<file path="src/rtl/ch_event_arbiter.sv">
// ch_event_arbiter: turns rising edges on synchronized channel lines into
// pending requests, then offers them one at a time, round-robin, over a
// valid/ready handshake. A rise on a channel that is still pending is
// reported through a sticky overrun flag.
module ch_event_arbiter #(
  parameter int N_CH  = 12,
  parameter int IDX_W = 4
) (
  input  logic             clk25,
  input  logic             rst,
  input  logic [N_CH-1:0]  synchro_CH,
  output logic             ev_valid,
  output logic [IDX_W-1:0] ev_idx,
  input  logic             ev_ready,
  output logic [N_CH-1:0]  pending,
  output logic [N_CH-1:0]  overrun,
  input  logic             clr_overrun
);

  typedef enum logic {
    ST_IDLE  = 1'b0,
    ST_OFFER = 1'b1
  } state_e;

  state_e           state_q, state_d;
  logic [N_CH-1:0]  prev_q, prev_d;
  logic [N_CH-1:0]  pending_q, pending_d;
  logic [N_CH-1:0]  overrun_q, overrun_d;
  logic [IDX_W-1:0] ptr_q, ptr_d;
  logic [IDX_W-1:0] ev_idx_q, ev_idx_d;

  logic [N_CH-1:0]  rise;
  logic [N_CH-1:0]  load_mask;
  logic             load;
  logic             sel_found;
  logic [IDX_W-1:0] sel_idx;

  // Channel index base+off, wrapped into 0..N_CH-1 (off is always < N_CH).
  function automatic logic [IDX_W-1:0] wrap_add(input logic [IDX_W-1:0] base,
                                                input int off);
    int s;
    s = int'(base) + off;
    if (s >= N_CH) s = s - N_CH;
    return IDX_W'(s);
  endfunction

  // Edge detection against the previous sample of the channel lines.
  always_comb begin
    prev_d = synchro_CH;
    rise   = synchro_CH & ~prev_q;
  end

  // Round-robin search: first pending channel at or after ptr, wrapping.
  always_comb begin
    // NOTE: every combinational output gets a default first, so no path
    // leaves it unassigned and no latch is inferred.
    sel_found = 1'b0;
    sel_idx   = '0;
    for (int k = 0; k < N_CH; k++) begin
      if (!sel_found && pending_q[wrap_add(ptr_q, k)]) begin
        sel_found = 1'b1;
        sel_idx   = wrap_add(ptr_q, k);
      end
    end
  end

  // Handshake FSM: decides when the selected channel is loaded for offer.
  always_comb begin
    state_d = state_q;
    load    = 1'b0;
    case (state_q)
      ST_IDLE: begin
        if (sel_found) begin
          load    = 1'b1;
          state_d = ST_OFFER;
        end
      end
      ST_OFFER: begin
        if (ev_ready) begin
          if (sel_found) load = 1'b1;
          else           state_d = ST_IDLE;
        end
      end
      default: state_d = ST_IDLE;
    endcase
  end

  // Output register, rotation pointer, pending and overrun bookkeeping.
  always_comb begin
    load_mask = '0;
    if (load) load_mask[sel_idx] = 1'b1;

    ev_idx_d = load ? sel_idx : ev_idx_q;
    ptr_d    = load ? wrap_add(sel_idx, 1) : ptr_q;

    // A rise on the cycle the channel is loaded re-arms it as a new event.
    pending_d = (pending_q & ~load_mask) | rise;

    // A set in the same cycle as the clear wins.
    overrun_d = (clr_overrun ? '0 : overrun_q) | (rise & pending_q & ~load_mask);
  end

  // State registers; prev resets high so lines already high give no event.
  always_ff @(posedge clk25 or posedge rst) begin
    if (rst) begin
      state_q   <= ST_IDLE;
      prev_q    <= '1;
      pending_q <= '0;
      overrun_q <= '0;
      ptr_q     <= '0;
      ev_idx_q  <= '0;
    end else begin
      // NOTE: non-blocking assignments so every register samples the values
      // from before this edge, independent of statement order.
      state_q   <= state_d;
      prev_q    <= prev_d;
      pending_q <= pending_d;
      overrun_q <= overrun_d;
      ptr_q     <= ptr_d;
      ev_idx_q  <= ev_idx_d;
    end
  end

  // Valid comes straight from the state flop, never from ev_ready.
  always_comb begin
    ev_valid = (state_q == ST_OFFER);
    ev_idx   = ev_idx_q;
    pending  = pending_q;
    overrun  = overrun_q;
  end

endmodule

</file>
<file path="config.mk">
export PLATFORM = sky130hd
export DESIGN_NAME = ch_event_arbiter
export DESIGN_NICKNAME = d
export VERILOG_FILES = /design/src/rtl/ch_event_arbiter.sv
export SDC_FILE = /design/constraint.sdc
export NUM_CORES = 1
export LEC_CHECK = 0
export CORE_ASPECT_RATIO = 1.75
export CORE_MARGIN = 5
export CORE_UTILIZATION = 50
export CTS_BUF_LIST = sky130_fd_sc_hd__clkbuf_8
export DETAILED_ROUTE_END_ITERATION = 16
export PLACE_DENSITY = 0.73
export RECOVER_POWER = 25
export SLEW_MARGIN = 20
export SYNTH_ARGS = -nofsm -noshare
export SYNTH_HDL_FRONTEND = slang
export SYNTH_SLANG_ARGS = --single-unit
</file>
<file path="constraint.sdc">
create_clock -name clk25 -period 7.15 [get_ports clk25]
set_clock_uncertainty 0.15 [all_clocks]
set_input_delay 1.43 -clock clk25 [delete_from_list [all_inputs] [get_ports clk25]]
set_output_delay 1.43 -clock clk25 [all_outputs]
set_load 0.02 [all_outputs]
</file>
* Word-level counts from Yosys, hierarchy flattened *
Index checks and enable logic that the tools add are counted.
W data, S select, Z words.

word-level totals
  input port bits = 16
  output and inout port bits = 29
  logic and storage cells = 160
  flip-flop bits (word level) = 45

cells by class
  magnitude comparators = 27
  multiplexer cells = 70
  reduce and logical (&&, ||, !) cells = 23
  add/sub/neg operators = 25
  bitwise operators = 9

operator list
  kind                   count
  $mux W4                25
  $lt A4 B5 Y1 const B   13
  $ge A5 B4 Y1 const B   12
  $sub A4 B4 Y4 const B  13
  $and A12 B12 Y12       4
  $bmux W1 S4            12
  $mux W1                28
  $mux W12               2
  $not A12 Y12           2
  $or A12 B12 Y12        2
  $add A4 B3 Y5 const B  4
  $add A4 B4 Y5 const B  4
  $logic_and A1 B1 Y1    12
  $logic_not A1 Y1       11
  $add A4 B1 Y5 const B  2
  $add A4 B2 Y5 const B  2
  $demux W1 S4           1
  $ge A4 B1 Y1 const B   1
  $ge A4 B4 Y1 const B   1
  $pmux W1 S2            2
  $not A1 Y1             1

* Depth between registers and ports, before layout *
  depth in word-level cells = 46
  gate-level depth with buffers = 27
  gate-level depth less buffers = 25

* Worst setup path before layout *
Ideal clock, no wire load.

  path type = register to register
  start point = register ptr_q[1]
  end point = register ptr_q[2]
  data required time = 6.913 ns
  arrival = 6.136 ns
  path buffers = 4
  clock period less this slack = 6.373 ns
  slack = 0.777 ns
  cell stages (with the launch flop) = 23
  setup time = 0.087 ns
  cell sequence = dfrtp_1 > clkbuf_1 > clkbuf_1 > inv_1 > ha_1 > buf_6 > mux4_2 > buf_6 > or4_1 > o2111a_2 > nor4b_4 > or4b_4 > or4b_4 > a32oi_4 > ha_1 > a21boi_0 > nand3_1 > inv_1 > ha_1 > and2_0 > or2_2 > a311o_1 > a22oi_1

on the way
  cells in the longest elaborated chain, start to end = 41
  elaborated cells on any way between the ends = 124
  classes of those cells = add/sub (25); order compare (13); mux (64); reduce/logical (22)

RTL lines
  element                                                                 RTL line  source
  from (decl)                                                             29        logic [IDX_W-1:0] ptr_q, ptr_d;
  from (signal assigned)                                                  119       ptr_q <= ptr_d;
  parallel branches: the longest is 37 deep, another holds $add A4 B1 Y5  --
  $mux W4 *                                                               60        if (!sel_found && pending_q[wrap_add(ptr_q, k)]) begin
  via sel_idx[0]                                                          36        logic [IDX_W-1:0] sel_idx;
  $add A4 B1 Y5 *                                                         42        s = int'(base) + off;
  $sub A4 B4 Y4 / $ge A5 B4 Y1 (equally long branches)                    43        if (s >= N_CH) s = s - N_CH;
  $mux W4 *                                                               43

Mark *: on every way through the listed nets, which the timed path passes. The select of a mux whose other input is x is not followed.
A chain may end at the register's enable or synchronous reset.

* Worst setup path after layout *
Ends and elaborated chain as after synthesis.

==> summary.md <==
| Metric | Value |
|---|---|
| Min Hold Slack | `between 300 and 400 ps` |
| Vias in the first global route | `between 4k and 5k` |
| Final WL | `13.7 mm` |
| Post-Syn Area | `4320 um^2` |
| Worst Path Class, Setup | `reg2reg` |
| Syn_nets | `roughly 540` |
| CTS Hold Buffers Added | `0` |
| DRC errors left | `0` |
| Avg WL per Cell | `just over 20 um` |
| Initial Utilization | `0.504` |
| Final slew viol count | `46` |
| CTS tree | `yes` |
| TritonRoute pass-1 iters | `5` |
| Placer congestion estimate | `just under 1` |
| RSZ-0062 raised after global routing | `no` |
| Area leader, netlist | `dfrtp_1` |
| Synthesized netlist cell count | `~500` |
| Die span in x | `~80 um` |
| Post-synth EDFFs | `0` |
| Core area | `about 8600 um^2` |
| Overflow after GRT | `0` |
| Worst EP arrival | `about 6600 ps` |
| Area grow syn2layout | `18.6%` |
| Largest family of logic cells by synthesized area | `compound AO/OA/AOI/OAI gates` |
| Violations in the final reports | `capacitance limit, slew limit` |
| Startpoint Class | `flip-flop` |
| Synth warn | `0` |
| Syn_area_per_cell | `approximately 8.6 um^2` |
| Dpl cells | `between 600 and 700` |
| Seq/Total Area, Yosys | `0.264` |
| Initial DRC Count | `roughly 320` |
| Detailed Place HPWL | `11.1 mm` |
| Status | `finished, violations left` |
| Distinct cells, synth | `81` |
| Initial antenna violation count | `0` |
| Post-CTS sizing | `0` |
| Total number of vias | `4363` |
| Worst reg-to-reg setup slack | `670 ps` |
| Worst r2r dst | `ptr_q[2]` |
| Non-Filler Instances | `around 680` |
| # setup viols final | `0` |
| Share of cells above drive strength 1 | `0.144` |
| Global-route wire length before repair | `between 20 and 25 mm` |
| Hold Path Origin | `overrun[5]` |
| GRT Total Usage | `0.265` |
| Register bit total from synthesis | `45` |
| Die area | `roughly 11000 um^2` |
| Max-slew headroom | `-0.0792` |
| Postcts setup bufs | `0` |
| Synth Area in Compound Gates | `0.288` |
| Clock-pin slew on the worst setup and hold paths | `approximately 80 ps` |
| CTS Root Cell | `clkbuf_8` |
| Post-DR vias/cell | `approximately 6.4` |
| Setup TNS | `0 ps` |
| Final worst-path cycle share | `0.906` |
| CTS sink count | `between 40 and 50` |
| Later-pin clock latency in the skew report | `300 ps` |
| Hold WC Path Type | `reg2reg` |
| F_max | `154 MHz` |
| I/O pins | `between 40 and 50` |
| Synth Area in Adders | `0.0783` |
| Largest net degree at the start of global routing | `46` |
| Height of the die | `~130 um` |
| Total CTS buffers | `5` |
| Largest cells by area after synthesis | `dfrtp_1 19%, ha_1 7.8%, dfstp_2 7.3%, mux4_2 6.3%, o21ai_0 4.8%` |
| Post-synthesis async set-or-reset flop share | `1.00` |
| Period minus WS final | `around 6500 ps` |
| Slew @ Worst Pin | `roughly 1600 ps` |
| Util after Layout | `0.598` |
| Simple logic cell fraction of the synthesized area | `0.202` |
| Post-synth top area share | `0.191` |
| H-tree lvl count | `2` |
| CP endpoint kind | `flip-flop` |
| Post-synthesis mux area share | `0.0939` |
| Max cap viols | `1` |
| CTS max path bufs | `2` |
| Crit. Startpoint | `ptr_q[1]` |
| Synth Flop Type | `dfrtp_1` |
| Fillers | `770` |
| Final hold violation count | `0` |
| Layout Nets | `a little over 600` |
| Worst setup path endpoint | `ptr_q[2]` |
| Reg2reg path depth | `23` |
| Count of input and output buffers | `44` |
| # diodes | `0` |
| Worst r2r src | `ptr_q[1]` |
| Post-Synth XOR/XNOR Area | `0.0183` |
| ANT nets after route | `0` |
| Std cell rows | `45` |
| CP max FO | `10` |
| Req. time, crit path | `slightly above 7000 ps` |
-- Yosys cell counts, types with 5 or more instances --
cell / count
ha_1: 27
a211oi_1: 6
xnor2_1: 7
a21oi_1: 23
mux2i_1: 9
a21o_1: 11
mux4_2: 12
nor2_1: 31
a32o_1: 5
nand2_1: 41
a2111oi_0: 5
clkbuf_1: 11
buf_2: 5
o2bb2ai_1: 9
a31oi_1: 9
nor3_1: 23
inv_1: 35
nor2b_1: 9
nand3_1: 10
dfrtp_1: 33
dfstp_2: 12
o21ai_0: 41
o21a_1: 5
nand2b_1: 12
o31ai_1: 5
-- cell usage in the layout (no fill, tap or decap), types with 7 or more instances in the layout --
cell type | netlist | routed
nor3_1 | 23 | 23
nand3_1 | 10 | 10
nor2_1 | 31 | 31
nand2_1 | 41 | 41
nor2b_1 | 9 | 9
dfrtp_1 | 33 | 33
clkdlybuf4s50_1 | 0 | 31
dfstp_2 | 12 | 12
o21ai_0 | 41 | 41
inv_1 | 35 | 35
mux2i_1 | 9 | 9
xnor2_1 | 7 | 7
o2bb2ai_1 | 9 | 9
buf_4 | 0 | 30
mux4_2 | 12 | 12
a21oi_1 | 23 | 23
a31oi_1 | 9 | 9
a21o_1 | 11 | 11
nand2b_1 | 12 | 12
dlygate4sd3_1 | 0 | 13
ha_1 | 27 | 27
-- final cells by class --
| type | count | area (um^2) | area share |
|---|---|---|---|
| Clock buffer | 5 | 68.8 | 0.0134 |
| Sequential cell | 45 | 1140 | 0.223 |
| Tap cell | 117 | 146 | 0.0286 |
| Clock inverter | 3 | 21.3 | 0.00416 |
| Multi-Input combinational cell | 398 | 2940 | 0.574 |
| Inverter | 37 | 139 | 0.0271 |
| Timing Repair Buffer | 74 | 666 | 0.130 |
-- critical path, cell delays in order, from the launching register on --
cell and delay, ps:
dfrtp_1 610, inv_1 230, ha_1 250, a21oi_1 430, xnor2_1 330, inv_1 130, ha_1 200, and2_1 180
nor4_1 450, o21ai_0 190, a32oi_1 390, o22ai_1 160, a221o_1 320, a22oi_1 200, o21ai_1 110, ha_1 230
or4_1 560, nand3_1 160, inv_1 60, ha_1 190, and2_0 170, or2_2 290, a311o_1 270, a22oi_1 130
-- state kept, by name (all words and copies together) (netlist names) --
| name | count |
|---|---|
| ptr_q | 4 |
| ev_valid | 1 |
| pending | 12 |
| overrun | 12 |
| ev_idx | 4 |
| prev_q | 12 |
-- per-layer routing --
metal / vias to the layer above / global-route usage / part of all wire
met2: 178 / 0.469 / 0.53
met3: 80 / 0.0300 / 0.048
met5: - / 0 / 0
met4: 0 / 0.208 / 0.086
li1: 2027 / - / -
met1: 2078 / 0.273 / 0.34
-- worst min path at each step --
stage / endpoint / slack (ps) / cells after the start
finish: overrun[5] / 350 / 1
global route: ev_idx[0] / 380 / 1
CTS: overrun[10] / 350 / 1
detailed placement: overrun[0] / 320 / 1
global placement: ev_idx[0] / 320 / 1
floorplan: pending[10] / 370 / 2
-- per-stage QoR --
step,instance area (um^2),setup WS [ps]
2_1_floorplan,4320,777
3_5_place_dp,5030,817
5_1_grt,5120,282
6_report,5120,669
3_3_place_gp,5030,1020
4_1_cts,5120,792
-- cells by family after synthesis --
family / Yosys count
xor+xnor: 9
mux: 25
flops: 45
compound gates: 173
fa+ha+maj: 27
buf+inv: 56
simple gates: 164
Power is left out: the tool's default activity adds up to more than one toggle a clock period on the data nets, which glitch-free logic cannot reach.
